===== config.mk =====
export PLATFORM = sky130hd
export DESIGN_NAME = add_pipe_nbits
export DESIGN_NICKNAME = d
export VERILOG_FILES = /design/src/rtl/add_pipe_nbits.sv
export SDC_FILE = /design/constraint.sdc
export NUM_CORES = 1
export LEC_CHECK = 0
export BUFFER_PORTS_ARGS = -buffer_cell sky130_fd_sc_hd__buf_2
export CORE_AREA = 5 5 99 101
export CTS_CLUSTER_DIAMETER = 150
export DETAILED_ROUTE_END_ITERATION = 12
export DIE_AREA = 0 0 104 106
export MAX_ROUTING_LAYER = met4
export PLACE_DENSITY = 0.88
export SYNTH_ARGS = -nofsm -noshare
export SYNTH_HDL_FRONTEND = slang
export SYNTH_SLANG_ARGS = --single-unit

===== constraint.sdc =====
create_clock -name i_clk -period 10.7 [get_ports i_clk]
set_clock_uncertainty 0.1 [all_clocks]
set_input_delay 1.605 -clock i_clk [delete_from_list [all_inputs] [get_ports i_clk]]
set_output_delay 1.605 -clock i_clk [all_outputs]
set_load 0.005 [all_outputs]

===== src/rtl/add_pipe_nbits.sv =====
// Pipelined ripple-carry adder: the carry chain is split into STAGES registered segments.
// Optional subtract mode (i_sub) is enabled by defining ADD_PIPE_SUB_EN.
module add_pipe_nbits #(
  parameter int WIDTH  = 34,
  parameter int STAGES = 2
) (
  input  logic             i_clk,
  input  logic             i_rst_n,
  input  logic             i_valid,
  output logic             o_ready,
  input  logic [WIDTH-1:0] i_data_one,
  input  logic [WIDTH-1:0] i_data_two,
  input  logic             i_carry,
`ifdef ADD_PIPE_SUB_EN
  input  logic             i_sub,
`endif
  output logic             o_valid,
  input  logic             i_ready,
  output logic [WIDTH-1:0] o_data,
  output logic             o_carry
);

  localparam int SEG = (WIDTH + STAGES - 1) / STAGES;

  logic [WIDTH-1:0]  a_q   [STAGES];
  logic [WIDTH-1:0]  a_d   [STAGES];
  logic [WIDTH-1:0]  b_q   [STAGES];
  logic [WIDTH-1:0]  b_d   [STAGES];
  logic [WIDTH-1:0]  sum_q [STAGES];
  logic [WIDTH-1:0]  sum_d [STAGES];
  logic [STAGES-1:0] carry_q, carry_d;
  logic [STAGES-1:0] valid_q, valid_d;

  logic             adv;
  logic [WIDTH-1:0] b_first;
  logic             cin_first;
  logic [WIDTH-1:0] a_in, b_in, sum_tmp;
  logic             c;
  int               prev, lo, hi;

  // Subtraction folds into addition: A + ~B + 1.
  always_comb begin
`ifdef ADD_PIPE_SUB_EN
    b_first   = i_sub ? ~i_data_two : i_data_two;
    cin_first = i_sub ? 1'b1 : i_carry;
`else
    b_first   = i_data_two;
    cin_first = i_carry;
`endif
  end

  assign adv     = i_ready || !valid_q[STAGES-1];
  assign o_ready = adv;
  assign o_valid = valid_q[STAGES-1];
  assign o_data  = sum_q[STAGES-1];
  assign o_carry = carry_q[STAGES-1];

  // Each stage ripples its own bit range [lo,hi); empty ranges pass the carry through.
  always_comb begin
    a_d     = a_q;
    b_d     = b_q;
    sum_d   = sum_q;
    carry_d = carry_q;
    valid_d = valid_q;
    a_in    = '0;
    b_in    = '0;
    sum_tmp = '0;
    c       = 1'b0;
    prev    = 0;
    lo      = 0;
    hi      = 0;
    if (adv) begin
      for (int s = 0; s < STAGES; s++) begin
        prev = (s > 0) ? s - 1 : 0;
        if (s == 0) begin
          a_in       = i_valid ? i_data_one : '0;
          b_in       = i_valid ? b_first : '0;
          c          = i_valid && cin_first;
          sum_tmp    = '0;
          valid_d[0] = i_valid;
        end else begin
          a_in       = a_q[prev];
          b_in       = b_q[prev];
          c          = carry_q[prev];
          sum_tmp    = sum_q[prev];
          valid_d[s] = valid_q[prev];
        end
        lo = s * SEG;
        hi = (s == STAGES - 1) ? WIDTH : (s + 1) * SEG;
        if (lo > WIDTH) lo = WIDTH;
        if (hi > WIDTH) hi = WIDTH;
        for (int i = 0; i < WIDTH; i++) begin
          if (i >= lo && i < hi) begin
            sum_tmp[i] = a_in[i] ^ b_in[i] ^ c;
            c          = (a_in[i] & b_in[i]) | (c & (a_in[i] ^ b_in[i]));
          end
        end
        a_d[s]     = a_in;
        b_d[s]     = b_in;
        sum_d[s]   = sum_tmp;
        carry_d[s] = c;
      end
    end
  end

  always_ff @(posedge i_clk or negedge i_rst_n) begin
    if (!i_rst_n) begin
      for (int s = 0; s < STAGES; s++) begin
        a_q[s]   <= '0;
        b_q[s]   <= '0;
        sum_q[s] <= '0;
      end
      carry_q <= '0;
      valid_q <= '0;
    end else begin
      a_q     <= a_d;
      b_q     <= b_d;
      sum_q   <= sum_d;
      carry_q <= carry_d;
      valid_q <= valid_d;
    end
  end

endmodule


; ---- Word-level counts from Yosys, hierarchy flattened
; Index checks and enable logic that the tools add are counted.
; W data, S select, Z words.
[op_classes]
add_sub_neg = 0
mul = 0
div = 0
magnitude_cmp = 0
n_eq_ne = 0
n_shift = 0
n_mux = 40
bitwise = 170
n_reduce_logical = 3
[ops]
columns = operator, count
row1 = $mux W34, 6
row2 = $and A1 B1 Y1, 68
row3 = $xor A1 B1 Y1, 68
row4 = $mux W1, 34
row5 = $or A1 B1 Y1, 34
row6 = $logic_and A1 B1 Y1, 1
row7 = $logic_not A1 Y1, 1
row8 = $logic_or A1 B1 Y1, 1
[word_totals]
ff_bits = 123
latch_bits = 0
ram_bits = 0
rom_bits = 0
inputBits = 73
output_inout_bits = 37
elab_cells = 219
memories = 0

; ---- Longest topological paths before layout
[depth]
depth_word = 54
ltp_mapped = 26
mapped_depth_nobuf = 24

; ---- Least setup slack after synthesis
; OpenSTA, ideal clock, no wires.
[synth_timing]
path_type = input to register
from = input port i_valid
to = register sum_q[50] (netlist name)
t_arrival_ps = 8859
required_ps = 10523
slack_ps = 1663
path_stages = 26
path_buffers = 2
path_cell_list = clkbuf_1 -> clkbuf_1 -> and2_1 -> fa_1 -> fa_1 -> fa_1 -> fa_1 -> fa_1 -> fa_1 -> fa_1 -> fa_1 -> fa_1 -> fa_1 -> inv_1 -> fa_1 -> inv_1 -> fa_1 -> fa_1 -> fa_1 -> inv_1 -> fa_1 -> inv_1 -> fa_1 -> inv_1 -> fa_1 -> a21oi_1
[synth_between]
elab_chain_cells = 52
word_cells_on_any_way = 88
[synth_lines]
columns = item, line_no
row1 = start: declaration, 9  ; input logic i_valid,
row2 = "$mux W34, on equally long branches", "76, 77"
row3 = $mux W34, 72  ; if (adv) begin
row4 = $xor A1 B1 Y1, 95  ; c = (a_in[i] & b_in[i]) | (c & (a_in[i] ^ b_in[i]));
row5 = $and A1 B1 Y1, 95
row6 = $or A1 B1 Y1, 95
row7 = $mux W1, 72
row8 = $and A1 B1 Y1, 95
row9 = $or A1 B1 Y1, 95
row10 = (+36 left out), n/a
row11 = $mux W1, 72
row12 = $and A1 B1 Y1, 95
row13 = $or A1 B1 Y1, 95
row14 = $mux W1, 72
row15 = $and A1 B1 Y1, 95
row16 = $or A1 B1 Y1, 95
row17 = $mux W1, 72
row18 = $xor A1 B1 Y1 *, 94  ; sum_tmp[i] = a_in[i] ^ b_in[i] ^ c;
row19 = end signal: assignment, 118  ; sum_q <= sum_d;
row20 = end: declaration, 29  ; logic [WIDTH-1:0] sum_q [STAGES];
; Every way passes the cells marked *; elsewhere a longest branch is shown, timed or not. The select of a mux whose other input is x is not followed.
; A chain may end at the register's enable or synchronous reset.

; ---- Final worst setup path
; Same ends and word-level chain as after synthesis.

==> metrics.md <==
| Metric | Value |
|---|---|
| # rows | 35 |
| Most common cell after layout, fill and taps aside | buf_2 |
| HP Class | reg2reg |
| Largest net degree at the start of global routing | 90 |
| Inst Count DP | about 550 |
| RSZ-0062 raised after global routing | false |
| Die Wd | ~100 um |
| Post-CTS setup buffers | 0 |
| Total die area | 11000 um2 |
| Grt total ovfl | 0 |
| Most frequent cells in the layout | 108 x buf_2, 89 x dfrtp_1, 40 x nand2_1, 39 x mux2_2, 34 x fa_1 |
| Post-synthesis xor/xnor area fraction | 0 |
| Tcrit/Tclk final | 0.868 |
| WL final | ~9000 um |
| Post-Synth Simple-Gate Area | 0.131 |
| Via/cell ratio | between 5 and 6 |
| Pwr dens | around 160 nW/um2 |
| Mux contribution to synthesized area | 0.128 |
| Core footprint | 8930 um2 |
| Antenna cells | 0 |
| Share of cells above drive strength 1 | 0.380 |
| DRT Pass-1 Iters | 4 |
| Worst endpoint required time | 10.87 ns |
| Final Net Count | 560 |
| Critical Path Source Type | input pin |
| CTS sink cnt | between 80 and 90 |
| Top Ports | 110 |
| Fillers | 755 |
| Clock Tree Buf Depth | 2 |
| Worst skew pair latency | 0.35 ns |
| Via Count | 2926 |
| Initial antenna violation count | 0 |
| Final Wtd Congestion | between 0.7 and 0.8 |
| Most used cell, CP | fa_1 |
| Post-DP HPWL | roughly 6400 um |
| Setup crit end kind | register |
| CTS tree | yes |
| Post-Synth Adder-Cell Area | 0.143 |
| Distinct cell type count after synthesis | 19 |
| Max-slew headroom | 0.268 |
| DR DRC count | 0 |
| GRT Overall Usage | 0.175 |
| Max-slew violations | 0 |
| Final Non-Filler Cells | 569 |
| Hold Buf Count CTS | 0 |
| Worst-Margin Slew | about 1.1 ns |
| Post-synthesis compound-gate area fraction | 0.0379 |
| Die height | 106 um |
| IR Drop Worst-Case VDD | between 0.00009 and 0.0001 V |
| CTS root buf | clkbuf_8 |
| Vias in the first global route | 3245 |
| Drt wl/cell | between 15 and 20 um |
| CP max FO | 70 |
| Status | completed |
| Area Growth Syn to Fin | 10.6% |
| Achievable Freq | 0.108 GHz |
| Lkg Pwr | approximately 2.6 nW |
| Main combinational cell family by area after synthesis | adder cells |
| Initial core utilization | 0.532 |
| Post-synthesis sequential area ratio | 0.469 |
| Initial drt markers | between 70 and 80 |
| Area contributors post-synth | dfrtp_1 47%, fa_1 14%, mux2_2 9.2% |
| TNS Setup | 0 ns |
| Critical path arrival | ~9.5 ns |
| Syn_nets | 497 |
| Antenna viol nets, final | 0 |
| Max-cap violations | 0 |
| Post-CTS Resized | 0 |
| Largest area contributor in the netlist | dfrtp_1 |
| FF+latch count, synth | between 80 and 90 |
| CTS buffer count | 9 |
| Worst-path cell with the longest stage delay | fa_1 |
| Share of the synthesized area in the top cell type | 0.469 |
| Synth Cell Area | roughly 4800 um2 |
| Setup violators final | 0 |
| First-pass GRT wire length | between 15000 and 20000 um |
| Ys Warns | 0 |
| Worst-path clk slew | 0.09 ns |
| Crit Path Class | in2reg |
| Htree depth | 3 |
| CP peak stage delay | between 0.4 and 0.5 ns |
| Syn_area_per_cell | about 12 um2 |
| Minimum clock period | between 9 and 10 ns |
| Post-synthesis cell count | a little under 400 |
| Final hold violation count | 0 |
| PortBufs | 109 |
-- cells by family (layout without fill, tap and decap cells) --
group | Yosys count | after routing
adder cells (fa/ha/maj) | 34 | 34
AND/OR/NAND/NOR | 107 | 107
buffers and inverters | 72 | 140
flip-flops | 89 | 89
multiplexers | 52 | 52
AO/OA/AOI/OAI | 36 | 36
-- metrics by stage --
step           cell area [um2]  utilization  power [mW]  worst slack (ns)  hold slack [ns]
4_1_cts                   5250        0.588       0.879              1.40            0.363
2_1_floorplan             4750            -       0.623              1.66            0.328
5_1_grt                   5250        0.588       0.922              1.11            0.391
3_3_place_gp              5070        0.568       0.652              1.17            0.336
3_5_place_dp              5070        0.568       0.665              1.01            0.342
6_report                  5250        0.588       0.865              1.42            0.362
-- registers in the layout (all words and copies together), names as in the netlist --
register  cells
sum_q        17
a_q          17
b_q          17
carry_q       2
valid_q       2
o_data       34
-- critical path, delay by kind of cell --
family / cells / cell delay (ns)
compound gates: 1 / 0.14
simple gates: 1 / 0.36
buf+inv: 6 / 0.77
fa+ha+maj: 17 / 6.58
-- path summary, 6_finish.rpt --
kind | to | cells past startpoint | start | slack [ns]
max in group asynchronous | a_q[52] | 1 | i_rst_n | 8.44
worst max-delay path | sum_q[50] | 25 | i_valid | 1.42
min in group asynchronous | o_data[27] | 1 | i_rst_n | 1.35
worst max register to register | o_data[33] | 21 | a_q[51] | 3.17
worst min register to register | valid_q[1] | 1 | valid_q[0] | 0.36
worst min-delay path | valid_q[1] | 1 | valid_q[0] | 0.36
-- synthesized netlist by cell type --
cell / n
mux2i_1: 5
dfrtp_1: 89
mux2_2: 39
buf_2: 3
inv_1: 12
nor2b_4: 1
clkbuf_1: 17
inv_2: 1
mux2_4: 8
nand2_1: 40
o21ai_0: 30
buf_6: 3
nand3b_1: 30
and2_1: 29
fa_1: 34
buf_4: 36
nor3b_1: 6
nand2b_1: 1
a21oi_1: 6
-- metal layers --
metal	GRT usage	wire length, um
met1	0.233	3970
met5	-	0
met3	0.0504	671
met2	0.267	4310
met4	0.0472	93
-- where the power goes --
group	switching, mW	total (mW)	internal, mW
clock	0.115	0.213	0.0983
combinational	0.0937	0.209	0.116
sequential	0.0374	0.442	0.405
-- final cells by class --
type | instances | area, um2 | share of cell area
timing repair buffer | 111 | 563 | 0.107
inverter | 13 | 48.8 | 0.00929
multi-input combinational | 229 | 2090 | 0.398
tap | 111 | 139 | 0.0264
clock buffer | 13 | 159 | 0.0303
sequential | 89 | 2230 | 0.424
clock inverter | 3 | 23.8 | 0.00453
Note: power is estimated with default switching activity, not from simulation.
